--- config.mk ---
export PLATFORM = sky130hd
export DESIGN_NAME = regfile_write_arbiter
export DESIGN_NICKNAME = d
export VERILOG_FILES = /design/src/rtl/rf_arb_pkg.sv /design/src/rtl/rr_arbiter.sv /design/src/rtl/regfile_write_arbiter.sv
export SDC_FILE = /design/constraint.sdc
export NUM_CORES = 1
export LEC_CHECK = 0
export CAP_MARGIN = 20
export CORE_MARGIN = 2
export CORE_UTILIZATION = 32
export CTS_CLUSTER_SIZE = 8
export DETAILED_ROUTE_END_ITERATION = 7
export PLACE_DENSITY_LB_ADDON = 0.12
export SLEW_MARGIN = 5
export SYNTH_ARGS = -nofsm -noshare
export SYNTH_HDL_FRONTEND = slang
export SYNTH_SLANG_ARGS = --single-unit
--- constraint.sdc ---
create_clock -name clk -period 3.75 [get_ports clk]
set_input_delay 0.5625 -clock clk [delete_from_list [all_inputs] [get_ports clk]]
set_output_delay 0.5625 -clock clk [all_outputs]
set_load 0.02 [all_outputs]
--- src/rtl/rf_arb_pkg.sv ---
// Shared types and constants for the register-file write arbiter and its users.
package rf_arb_pkg;

   localparam int unsigned RF_ADDR_W = 5;
   localparam int unsigned RF_DATA_W = 32;
   localparam logic [RF_ADDR_W-1:0] RF_ZERO_REG = 5'd0;

   typedef struct packed {
      logic [RF_ADDR_W-1:0] addr;
      logic [RF_DATA_W-1:0] data;
   } rf_wr_t;

   // Round-robin successor of idx within 0..n-1.
   function automatic int unsigned rrNext(input int unsigned idx, input int unsigned n);
      return (idx + 1 >= n) ? 0 : idx + 1;
   endfunction

endpackage

--- src/rtl/rr_arbiter.sv ---
// Combinational round-robin arbiter: first requester at or after ptr wins.
module rr_arbiter #(
   parameter int unsigned N     = 2,
   parameter int unsigned IDX_W = (N > 1) ? $clog2(N) : 1
) (
   input  logic [N-1:0]     req,
   input  logic [IDX_W-1:0] ptr,
   output logic [N-1:0]     grant,
   output logic [IDX_W-1:0] encIdx
);

   logic [IDX_W-1:0] cand;
   logic             found;

   always_comb begin
      grant  = '0;
      encIdx = '0;
      found  = 1'b0;
      cand   = '0;
      for (int unsigned k = 0; k < N; k++) begin
         cand = IDX_W'((32'(ptr) + k) % N);
         if (!found && req[cand]) begin
            grant[cand] = 1'b1;
            encIdx      = cand;
            found       = 1'b1;
         end
      end
   end

endmodule

--- src/rtl/regfile_write_arbiter.sv ---
// Shares the register-file write port among NUM_REQ writeback sources through
// one-entry holding buffers and a round-robin grant; flags read-after-write hazards.
module regfile_write_arbiter
   import rf_arb_pkg::*;
#(
   parameter int unsigned NUM_REQ = 2,
   parameter int unsigned ADDR_W  = RF_ADDR_W,
   parameter int unsigned DATA_W  = RF_DATA_W
) (
   input  logic                       clk,
   input  logic                       rst,
   input  logic [NUM_REQ-1:0]         req_valid,
   output logic [NUM_REQ-1:0]         req_ready,
   input  logic [NUM_REQ*ADDR_W-1:0]  req_addr,
   input  logic [NUM_REQ*DATA_W-1:0]  req_data,
   input  logic [ADDR_W-1:0]          rd_addr1,
   input  logic [ADDR_W-1:0]          rd_addr2,
   output logic                       rf_we,
   output logic [ADDR_W-1:0]          rf_waddr,
   output logic [DATA_W-1:0]          rf_wdata,
   output logic                       pend1,
   output logic                       pend2
);

   localparam int unsigned IDX_W = (NUM_REQ > 1) ? $clog2(NUM_REQ) : 1;
   localparam logic [ADDR_W-1:0] ZERO_ADDR = ADDR_W'(RF_ZERO_REG);

   logic [NUM_REQ-1:0] bufV;
   logic [ADDR_W-1:0]  bufA [NUM_REQ];
   logic [DATA_W-1:0]  bufD [NUM_REQ];
   logic [IDX_W-1:0]   ptr;
   logic [NUM_REQ-1:0] grant;
   logic [IDX_W-1:0]   encIdx;
   logic               anyGrant;
   logic [NUM_REQ-1:0] accept;

   rr_arbiter #(
      .N     (NUM_REQ),
      .IDX_W (IDX_W)
   ) uArb (
      .req    (bufV),
      .ptr    (ptr),
      .grant  (grant),
      .encIdx (encIdx)
   );

   assign anyGrant = |grant;

   // A buffer can take a new write when empty or when it drains on this edge.
   assign req_ready = {NUM_REQ{~rst}} & (~bufV | grant);
   assign accept    = req_valid & req_ready;

   always_comb begin
      rf_we    = 1'b0;
      rf_waddr = '0;
      rf_wdata = '0;
      if (anyGrant && !rst) begin
         rf_we    = 1'b1;
         rf_waddr = bufA[encIdx];
         rf_wdata = bufD[encIdx];
      end
   end

   // Granted entries still count: the RF only updates at the edge.
   always_comb begin
      pend1 = 1'b0;
      pend2 = 1'b0;
      for (int unsigned i = 0; i < NUM_REQ; i++) begin
         if (bufV[i] && (bufA[i] == rd_addr1) && (rd_addr1 != ZERO_ADDR)) pend1 = 1'b1;
         if (bufV[i] && (bufA[i] == rd_addr2) && (rd_addr2 != ZERO_ADDR)) pend2 = 1'b1;
      end
   end

   // Writes to the zero register complete the handshake but never occupy a buffer.
   always_ff @(posedge clk or posedge rst) begin
      if (rst) begin
         bufV <= '0;
         ptr  <= '0;
         for (int unsigned i = 0; i < NUM_REQ; i++) begin
            bufA[i] <= '0;
            bufD[i] <= '0;
         end
      end else begin
         for (int unsigned i = 0; i < NUM_REQ; i++) begin
            if (accept[i]) begin
               bufV[i] <= (req_addr[i*ADDR_W +: ADDR_W] != ZERO_ADDR);
               bufA[i] <= req_addr[i*ADDR_W +: ADDR_W];
               bufD[i] <= req_data[i*DATA_W +: DATA_W];
            end else if (grant[i]) begin
               bufV[i] <= 1'b0;
            end
         end
         if (anyGrant) ptr <= IDX_W'(rrNext(32'(encIdx), NUM_REQ));
      end
   end

endmodule

==> run metrics <==
status finished with violations; failing checks design-rule violations; Post-layout nets approximately 550; R2R Setup Slk approximately 1.6 ns; Slew headroom about a third; most common cell after layout, fill and taps aside clkdlybuf4s50_1; R2R Path End bufD[62]$_DFFE_PP0P_; Top cell by count, worst path nand2_1; CTS Buffer Depth 2; Core Area 0.0115 mm2; required time of the critical path between 3 and 4 ns; FMAX around 0.33 GHz; Die Ht between 100 and 150 um; setup TNS 0 ns; CP bufs+invs 2; hold path start bufD[31]$_DFFE_PP0P_; post-layout min period ~3 ns; type of origin of the critical path flop; hold buffer count at CTS 0; sequential share of the synthesized area between 50 and 60%; area grow syn2layout 47.0%; Syn Std Cell Area 0.00380 mm2; row count 39; Crit Path Max Fanout 30; H-tree depth 3; total CTS buffers 9; Post-CTS Setup Bufs 0; CTS clk-pin slew, worst paths 0.06 ns; path depth of the worst reg2reg path 3; P_int ~1.9 mW; RSZ-0062 raised after global routing no; Synth Instances roughly 340; Least-Margin Pin Slew between 1 and 1.5 ns; FF-to-FF Start bufV[1]$_DFFE_PP0P_; DR vias roughly 2.9k; switching power around 0.74 mW; cell count along the critical path 6; Hold Fails Final Rpt 0; Switching Fraction around 28%; critical path's slowest cell clkdlybuf4s50_1; initial antenna violation count 0; Final Slew Violations 0; Synth warnings 0; # IOs 130; critical path class reg2out; clock latency on the worst-skew pair 0.33 ns; DRC violations left 8; Avg WL per Cell roughly 16 um; Worst Setup SP bufV[0]$_DFFE_PP0P_; share of cells above drive strength 1 14.9%; Max rail drop VDD 216 uV; CP Capture Point rf_waddr[1]; clock power share 35.5%; non-filler cells, final between 600 and 700; antenna viol nets, final 0; diode count 0; routed wire length 9820 um; Crit. End Element output port; CTS Root Cell clkbuf_16; port bufs approximately 130; Iteration-0 DRC Markers 87; Comb pwr share between 20% and 30%; LEAKAGE between 2 and 2.5 nW; post-cts resize count 0; sequence of cells on the critical path nand2b_1, nand2_1, buf_12, nand2_1, a21oi_1, clkdlybuf4s50_1; GR Overflow Total 0; overall routing resource usage between 10% and 20%; drt pass-1 iters 6; detailed placement HPWL ~6600 um; syn avg cell area roughly 11 um2; sequential group share of total power just over 40%; dpl cells a little under 600; max incr delay on CP roughly 0.62 ns; Placer Congestion 0.806; period utilization ~81%; power per cell area ~480 mW/mm2; most frequent cells in the layout 129 x clkdlybuf4s50_1, 77 x nand2_1, 77 x dfrtp_1; CP Data Arrival Time roughly 2.5 ns; vias per cell between 4 and 5; Top Family by Delay on Critical Path buffers and inverters; first-pass GRT wire length around 16000 um; Fill cells around 1.1k; die width approximately 110 um; TritonCTS clock tree yes; clk_skew ~0.0093 ns; Clock Sinks 77; Setup-failing EPs final 0; die footprint between 0.01 and 0.015 mm2; max-cap viol count 0; HP Class reg2reg; Yosys reg bits a little under 80; Net Count, Synth 425; vias in the first global route between 3k and 4k; effective utilization at floorplan between 30% and 40%; largest net degree at the start of global routing slightly below 80; Yosys cell types 26
[metal layers]
layer,share of wire [%],GRT usage (%),vias up
met2,46,24.9,95
met5,0,0,-
met3,8.0,5.25,13
met4,1.2,4.80,0
li1,-,-,1402
met1,44,20.9,1409
[power groups by stage]
stage	sequential [mW]	combinational (mW)	clock [mW]
2_1_floorplan	1.06	0.392	0
3_3_place_gp	1.09	0.631	0
3_5_place_dp	1.09	0.637	0
4_1_cts	1.08	0.640	0.962
5_1_grt	1.10	0.701	1.00
6_report	1.08	0.637	0.944
[sequential cells by signal, summed over array words and instances, names as in the netlist]
| register | cells |
|---|---|
| bufA | 10 |
| bufV | 2 |
| bufD | 64 |
| ptr | 1 |
[cell families (layout without fill, tap and decap cells)]
| logic type | count (synthesis) | in the layout | share of synthesized area (%) |
|---|---|---|---|
| AO/OA/AOI/OAI | 45 | 45 | 6.41 |
| XOR/XNOR | 20 | 20 | 4.60 |
| buffers and inverters | 23 | 156 | 3.65 |
| multiplexers | 74 | 74 | 23.8 |
| flip-flops | 77 | 77 | 50.6 |
| AND/OR/NAND/NOR | 98 | 98 | 10.9 |
[worst min-delay path by stage]
stage / to / cells past startpoint / slack (ns)
floorplan: bufD[10]$_DFFE_PP0P_ / 1 / 0.46
global placement: bufD[6]$_DFFE_PP0P_ / 1 / 0.47
detailed placement: bufD[45]$_DFFE_PP0P_ / 1 / 0.48
CTS: bufD[44]$_DFFE_PP0P_ / 1 / 0.50
global route: bufD[44]$_DFFE_PP0P_ / 1 / 0.50
finish: bufD[31]$_DFFE_PP0P_ / 1 / 0.49
[per-stage QoR]
stage	utilization (%)	total power, mW	area (um2)	worst slack, ns	hold WS [ns]
floorplan	-	1.45	3810	0.576	0.464
global placement	45.3	1.72	5220	0.688	0.473
detailed placement	45.3	1.73	5220	0.686	0.481
CTS	48.2	2.68	5550	0.606	0.496
global route	48.6	2.80	5590	0.502	0.504
finish	48.6	2.66	5590	0.703	0.490
[final cells by class]
| class | instances | area, um2 | share of cell area (%) |
|---|---|---|---|
| Clock buffer | 10 | 229 | 4.09 |
| Sequential cell | 77 | 1930 | 34.5 |
| Timing Repair Buffer | 137 | 1400 | 25.0 |
| Multi-Input combinational cell | 237 | 1750 | 31.3 |
| Inverter | 3 | 15.0 | 0.268 |
| Tap cell | 143 | 179 | 3.20 |
| Clock inverter | 6 | 93.8 | 1.68 |
[synthesized netlist by cell type, drive strengths merged]
cell type	instances	area share (%)
nand2b	1	0.16
dfrtp	77	51
nor2	4	0.39
xor2	16	3.7
a31oi	1	0.33
nor2b	1	0.36
xnor2	4	0.92
o21ai	4	0.53
or4	4	0.79
nor4	4	0.66
nand3	4	0.53
inv	3	0.30
mux2	74	24
a21oi	40	5.6
buf	17	3.1
nand2	79	7.9
and2	1	0.16
clkbuf	3	0.30
(Power assumes the default switching activity.)
